## config.mk

```make
export PLATFORM = sky130hd
export DESIGN_NAME = fft_addr_gen
export DESIGN_NICKNAME = d
export VERILOG_FILES = /design/src/rtl/fft_pkg.sv /design/src/rtl/fft_bfly_map.sv /design/src/rtl/fft_addr_gen.sv
export SDC_FILE = /design/constraint.sdc
export NUM_CORES = 1
export LEC_CHECK = 0
export CORE_UTILIZATION = 57
export CTS_BUF_LIST = sky130_fd_sc_hd__clkbuf_4
export DETAILED_ROUTE_END_ITERATION = 8
export DONT_BUFFER_PORTS = 1
export HOLD_SLACK_MARGIN = 0.05
export PLACE_DENSITY_LB_ADDON = 0.1
export RECOVER_POWER = 100
export SETUP_SLACK_MARGIN = 0.1
export SYNTH_ARGS = -nofsm -noshare
export SYNTH_HDL_FRONTEND = slang
export SYNTH_SLANG_ARGS = --single-unit
```

## constraint.sdc

```tcl
create_clock -name i_clk -period 3.9 [get_ports i_clk]
set_clock_uncertainty 0.1 [all_clocks]
set_input_delay 0.78 -clock i_clk [delete_from_list [all_inputs] [get_ports i_clk]]
set_output_delay 0.78 -clock i_clk [all_outputs]
set_load 0.05 [all_outputs]
```

## src/rtl/fft_pkg.sv

```systemverilog
// rtl/fft_pkg.sv - shared FFT types, default size and bit-reversal helper
// Purpose : common definitions for the FFT address-generation slice.
// Contents: LOG2N_DEFAULT, fft_addr_t / fft_tw_t / fft_stage_t, bitrev().
package fft_pkg;

  localparam int LOG2N_DEFAULT = 11;

  typedef logic [LOG2N_DEFAULT-1:0] fft_addr_t;
  typedef logic [LOG2N_DEFAULT-2:0] fft_tw_t;
  typedef logic [3:0]               fft_stage_t;

  // Reverses the low nbits of v; bits above nbits come back as zero.
  function automatic fft_addr_t bitrev(input fft_addr_t v, input int nbits);
    fft_addr_t r;
    fft_addr_t vv;
    r  = '0;
    vv = v;
    for (int i = 0; i < LOG2N_DEFAULT; i++) begin
      if (i < nbits) begin
        r  = {r[LOG2N_DEFAULT-2:0], vv[0]};
        vv = vv >> 1;
      end
    end
    return r;
  endfunction

endpackage

```

## src/rtl/fft_bfly_map.sv

```systemverilog
// rtl/fft_bfly_map.sv - combinational butterfly (b, s) to (top, bot, tw) mapping
// Purpose : address/twiddle mapping for one radix-2 DIT butterfly.
// Ports   : i_b   butterfly index within the stage
//           i_s   stage number
//           o_top address of operand a
//           o_bot address of operand b (top + 2^s)
//           o_tw  twiddle exponent k of W_N^k
module fft_bfly_map
  import fft_pkg::*;
#(
  parameter int LOG2N = LOG2N_DEFAULT
) (
  input  logic [LOG2N-2:0] i_b,
  input  fft_stage_t       i_s,
  output logic [LOG2N-1:0] o_top,
  output logic [LOG2N-1:0] o_bot,
  output logic [LOG2N-2:0] o_tw
);

  logic [LOG2N-1:0] b_ext;
  logic [LOG2N-1:0] span;
  logic [LOG2N-1:0] grp;
  logic [LOG2N-1:0] pos;
  logic [LOG2N-1:0] tw_full;
  logic [3:0]       tw_sh;

  always_comb begin
    b_ext = {1'b0, i_b};
    span  = LOG2N'(1) << i_s;
    grp   = b_ext >> i_s;
    pos   = b_ext & (span - LOG2N'(1));
    // Insert a zero at bit s: group index moves up one place above pos.
    o_top = (grp << (i_s + 4'd1)) | pos;
    o_bot = o_top + span;
    // pos < 2^s, so shifting by LOG2N-1-s always stays within LOG2N-1 bits.
    tw_sh   = 4'(LOG2N - 1) - i_s;
    tw_full = pos << tw_sh;
    o_tw    = tw_full[LOG2N-2:0];
  end

endmodule

```

## src/rtl/fft_addr_gen.sv

```systemverilog
// rtl/fft_addr_gen.sv - in-place radix-2 DIT FFT butterfly address generator
// Purpose : tracks butterfly index b and stage s, drives operand address,
//           write enable and twiddle index, and flags end of stage / transform.
// Ports   : i_clk, i_rst_n (async active-low)
//           i_start          clear b and s (priority over enable)
//           i_addr_enable    advance to next butterfly
//           i_addr_writemode 0 read, 1 write-back (registered onto o_we)
//           i_mem_num        0 top operand, 1 bottom operand
//           o_addr, o_we, o_tw_idx  registered, 1-cycle latency
//           o_stage          current stage
//           o_stage_done, o_fft_done  registered one-cycle pulses
//           FFT_ADDR_BITREV_EN: adds i_load_valid, o_load_addr, o_load_done
//           (bit-reversed input load addressing).
module fft_addr_gen
  import fft_pkg::*;
#(
  parameter int LOG2N = LOG2N_DEFAULT
) (
  input  logic             i_clk,
  input  logic             i_rst_n,
  input  logic             i_start,
  input  logic             i_addr_enable,
  input  logic             i_addr_writemode,
  input  logic             i_mem_num,
`ifdef FFT_ADDR_BITREV_EN
  input  logic             i_load_valid,
  output logic [LOG2N-1:0] o_load_addr,
  output logic             o_load_done,
`endif
  output logic [LOG2N-1:0] o_addr,
  output logic             o_we,
  output logic [LOG2N-2:0] o_tw_idx,
  output logic [3:0]       o_stage,
  output logic             o_stage_done,
  output logic             o_fft_done
);

  localparam logic [LOG2N-2:0] B_LAST = '1;
  localparam fft_stage_t       S_LAST = fft_stage_t'(LOG2N - 1);

  logic [LOG2N-2:0] b_q, b_d;
  fft_stage_t       s_q, s_d;
  logic [LOG2N-1:0] addr_q, addr_d;
  logic             we_q, we_d;
  logic [LOG2N-2:0] tw_q, tw_d;
  logic             stage_done_q, stage_done_d;
  logic             fft_done_q, fft_done_d;

  logic [LOG2N-1:0] map_top;
  logic [LOG2N-1:0] map_bot;
  logic [LOG2N-2:0] map_tw;

  fft_bfly_map #(.LOG2N(LOG2N)) u_map (
    .i_b   (b_q),
    .i_s   (s_q),
    .o_top (map_top),
    .o_bot (map_bot),
    .o_tw  (map_tw)
  );

  always_comb begin
    b_d          = b_q;
    s_d          = s_q;
    stage_done_d = 1'b0;
    fft_done_d   = 1'b0;
    addr_d       = i_mem_num ? map_bot : map_top;
    we_d         = i_addr_writemode;
    tw_d         = map_tw;

    if (i_start) begin
      b_d = '0;
      s_d = '0;
    end else if (i_addr_enable) begin
      if (b_q == B_LAST) begin
        b_d          = '0;
        stage_done_d = 1'b1;
        if (s_q == S_LAST) begin
          s_d        = '0;
          fft_done_d = 1'b1;
        end else begin
          s_d = s_q + 4'd1;
        end
      end else begin
        b_d = b_q + (LOG2N-1)'(1);
      end
    end
  end

  always_ff @(posedge i_clk or negedge i_rst_n) begin
    if (!i_rst_n) begin
      b_q          <= '0;
      s_q          <= '0;
      addr_q       <= '0;
      we_q         <= 1'b0;
      tw_q         <= '0;
      stage_done_q <= 1'b0;
      fft_done_q   <= 1'b0;
    end else begin
      b_q          <= b_d;
      s_q          <= s_d;
      addr_q       <= addr_d;
      we_q         <= we_d;
      tw_q         <= tw_d;
      stage_done_q <= stage_done_d;
      fft_done_q   <= fft_done_d;
    end
  end

  assign o_addr       = addr_q;
  assign o_we         = we_q;
  assign o_tw_idx     = tw_q;
  assign o_stage      = s_q;
  assign o_stage_done = stage_done_q;
  assign o_fft_done   = fft_done_q;

`ifdef FFT_ADDR_BITREV_EN
  logic [LOG2N-1:0] load_cnt_q, load_cnt_d;
  logic [LOG2N-1:0] load_addr_q, load_addr_d;
  logic             load_done_q, load_done_d;
  fft_addr_t        load_rev;

  always_comb begin
    load_cnt_d  = load_cnt_q;
    load_addr_d = load_addr_q;
    load_done_d = 1'b0;
    load_rev    = bitrev(fft_addr_t'(load_cnt_q), LOG2N);
    if (i_start) begin
      load_cnt_d = '0;
    end else if (i_load_valid) begin
      load_addr_d = load_rev[LOG2N-1:0];
      // Counter is exactly LOG2N bits, so the N-th sample wraps it to 0.
      load_cnt_d  = load_cnt_q + LOG2N'(1);
      load_done_d = (load_cnt_q == '1);
    end
  end

  always_ff @(posedge i_clk or negedge i_rst_n) begin
    if (!i_rst_n) begin
      load_cnt_q  <= '0;
      load_addr_q <= '0;
      load_done_q <= 1'b0;
    end else begin
      load_cnt_q  <= load_cnt_d;
      load_addr_q <= load_addr_d;
      load_done_q <= load_done_d;
    end
  end

  assign o_load_addr = load_addr_q;
  assign o_load_done = load_done_q;
`endif

endmodule

```

==> results_dict.tcl <==
set metrics [dict create \
    overflow 0 \
    totalWireLength_mm 10.8 \
    cts_tree "yes" \
    yosys_warnings 0 \
    die_height_um 81.6 \
    diodes 0 \
    die_x_um 81.6 \
    synth-edff-count 0 \
    cp_max_fo 17 \
    finalHoldViolCount 0 \
    synth_fp_nets 467 \
    io_buffer_count 0 \
    wire_per_inst_um 19.1 \
    clock_path_buffers 2 \
    grt_setup_unrepaired "true" \
    crit_path_start "o_stage[3]" \
    cts_made_buffers 5 \
    layout-drive-gt1-share 0.302 \
    final_nets 517 \
    maxCapViolations 1 \
    ys_ff_latch 38 \
    power_mw 0.686 \
    hp-start "i_addr_writemode" \
    insertion_delay_ps 360 \
    grt_pass1_vias 3472 \
    status "complete, but fails checks" \
    pwr-share-comb 0.075 \
    power.density_nw_per_um2 157 \
    ys_async_sr_fraction 1.00 \
    irDropWorstVdd_v 0.000172 \
    design.core.area_um2 6030 \
    area_delta_synth_final_pct 21.4 \
    htreeDepth 2 \
    hold_slack_ps 329 \
    synth_area_um2 3610 \
    startpoint_type "register" \
    p_int_mw 0.497 \
    dpl.cell_count 550 \
    vias 3624 \
    grt_pass1_wl_mm 17.4 \
    drt_pass1_iterations 5 \
    seq_area_frac_synth 0.264 \
    yosysUniqueCellTypes 73 \
    grt_usage 0.349 \
    syn_inst 442 \
    required_ps 4050 \
    avgSynthCellArea_um2 8.16 \
    final_antenna_net_count 0 \
    rr_startpoint "o_stage[3]" \
    fin_util 0.727 \
    route.detailed.drc 0 \
    grt_max_degree 39 \
    dieArea_um2 6650 \
    initial_core_util 0.599 \
    setup_viol 1 \
    cts.sinks 38 \
    rrSetupSlack_ps -9 \
    slew_headroom -0.312 \
    p_leak_nw 1.88 \
    failed_checks "max-capacitance violations, max-slew violations, negative setup slack" \
    finalWorstSetupSlack_ps -8.53 \
    cts.clk_slew.worst_paths_ps 130 \
    cp-end-kind "register" \
    period_share 1.00 \
    period_minus_slack_ps 3910 \
    place_congestion 0.990 \
    p_sw_mw 0.188 \
    io_pins 34 \
    drtIter0Drc 255 \
    antenna_found_initial 0 \
    critPathKind "reg -> reg" \
    dp_slack_ps -89.2 \
    num_rows 28 \
    hp-class "in -> reg" \
    vias_per_cell 6.38 \
    swShare 0.275 \
    root_buffer "clkbuf_4" \
    dp_hpwl_mm 8.15 \
    slew_violations 39 \
    cp.arrival_ps 4060 \
    max_freq_ghz 0.256 \
    pwr-share-seq 0.612 \
    pwr-share-clk 0.313 \
    tightest_slew_ps 1970 \
    final_cell_count_no_fill 568 \
    ys.flop_type "dfrtp_1" \
]
cell type report:
cell class | instances | area, um^2
Multi-Input combinational cell | 353 | 2630
Fill cell | 481 | 1650
Sequential cell | 38 | 956
Timing Repair Buffer | 75 | 572
Tap cell | 75 | 93.8
Inverter | 19 | 73.8
Clock buffer | 6 | 45.0
Clock inverter | 2 | 10.0
timing repair:
action	CTS	global route
pin swaps	14	15
gates cloned	0	0
endpoints found under the setup margin	4	5
gates resized for setup	11	24
setup buffers	5	4
hold buffers	1	0
endpoints found under the hold margin	38	0
per-layer routing:
layer / vias to the layer above / share of wire / track usage
met5: - / 0 / 0
met4: 0 / 0.038 / 0.170
met3: 32 / 0.057 / 0.0622
met2: 137 / 0.48 / 0.569
met1: 1742 / 0.43 / 0.442
li1: 1713 / - / -
stage by stage:
stage	instance area [um^2]	TNS [ps]
CTS	4300	0
global route	4380	-518
global placement	4130	0
floorplan	3760	0
finish	4380	-8.53
detailed placement	4130	-122
cell usage after synthesis (8+ instances only):
master    count  area [um^2]
a21oi_1      16         80.1
a31oi_1       9         56.3
buf_2         9         45.0
clkbuf_1     17         63.8
dfrtp_1      38          951
ha_1         18          225
inv_1        18         67.6
mux2i_1      15          150
nand2_1      33          124
nand2b_1     10         62.6
nand3_1      13         65.1
nor2_1       48          180
nor2b_1       8         50.1
nor3_1       13         65.1
o21ai_0      33          165
xnor2_1      14          123
state kept, by name, indices dropped and copies added, names as in the netlist:
name and cells:
b_q 10, o_tw_idx 10, o_fft_done 1, o_we 1
o_stage_done 1, o_addr 11, o_stage 4
worst paths after layout:
kind                                     to  cells after the start
min in group asynchronous       o_tw_idx[9]                      1
max in group asynchronous        o_stage[2]                      1
worst max-delay path              o_addr[8]                     16
worst min register to register   o_stage[0]                      1
worst min-delay path                   o_we                      0
worst max register to register    o_addr[8]                     16
power by group through the flow:
stage                     logic [mW]  registers [mW]  clock network [mW]
after CTS                     0.0529           0.419               0.222
final                         0.0514           0.419               0.215
after global placement        0.0388           0.427                   0
after global routing          0.0568           0.421               0.230
after floorplan               0.0277           0.427                   0
after detailed placement      0.0396           0.427                   0
cells in the final DEF, fill, tap and decap left out, types with 4 or more instances in the layout:
cell and instances:
a21oi_1 14, a31oi_1 9, and2_1 7, buf_4 71, clkbuf_4 6, dfrtp_1 34
dfrtp_2 4, ha_1 12, ha_2 4, inv_1 14, mux2i_1 14, mux4_2 5
nand2_1 30, nand2b_1 10, nand3_1 12, nand3b_1 4, nor2_1 48, nor2b_1 6
nor3_1 9, nor4_1 4, o2111ai_1 4, o211ai_1 6, o21ai_0 24, o21ai_1 5
o21ai_2 5, o22ai_1 5, o31a_1 6, or3_1 6, xnor2_1 14, xor2_1 7
logic make-up (layout without fill, tap and decap cells):
family | after synthesis | in the layout | synth area share
buf+inv | 51 | 102 | 0.0614
flops | 38 | 38 | 0.264
fa+ha+maj | 19 | 19 | 0.0680
compound gates | 120 | 120 | 0.229
xor+xnor | 21 | 21 | 0.0510
mux | 25 | 25 | 0.0895
simple gates | 168 | 168 | 0.237
worst max-delay path, stage by stage, from the launching register on:
cell     delay (ps)
dfrtp_2         420
buf_12          160
mux2i_1         230
o32ai_2         130
buf_4           150
o31a_1          290
mux2_4          280
a32o_2          280
ha_4            250
nor2b_4         120
o31a_1          250
o21a_2          250
o21ai_2         180
a31oi_1         120
a31oi_1         220
xnor2_1         100
mux2_4          260
Power figures use the tool's default switching activity.
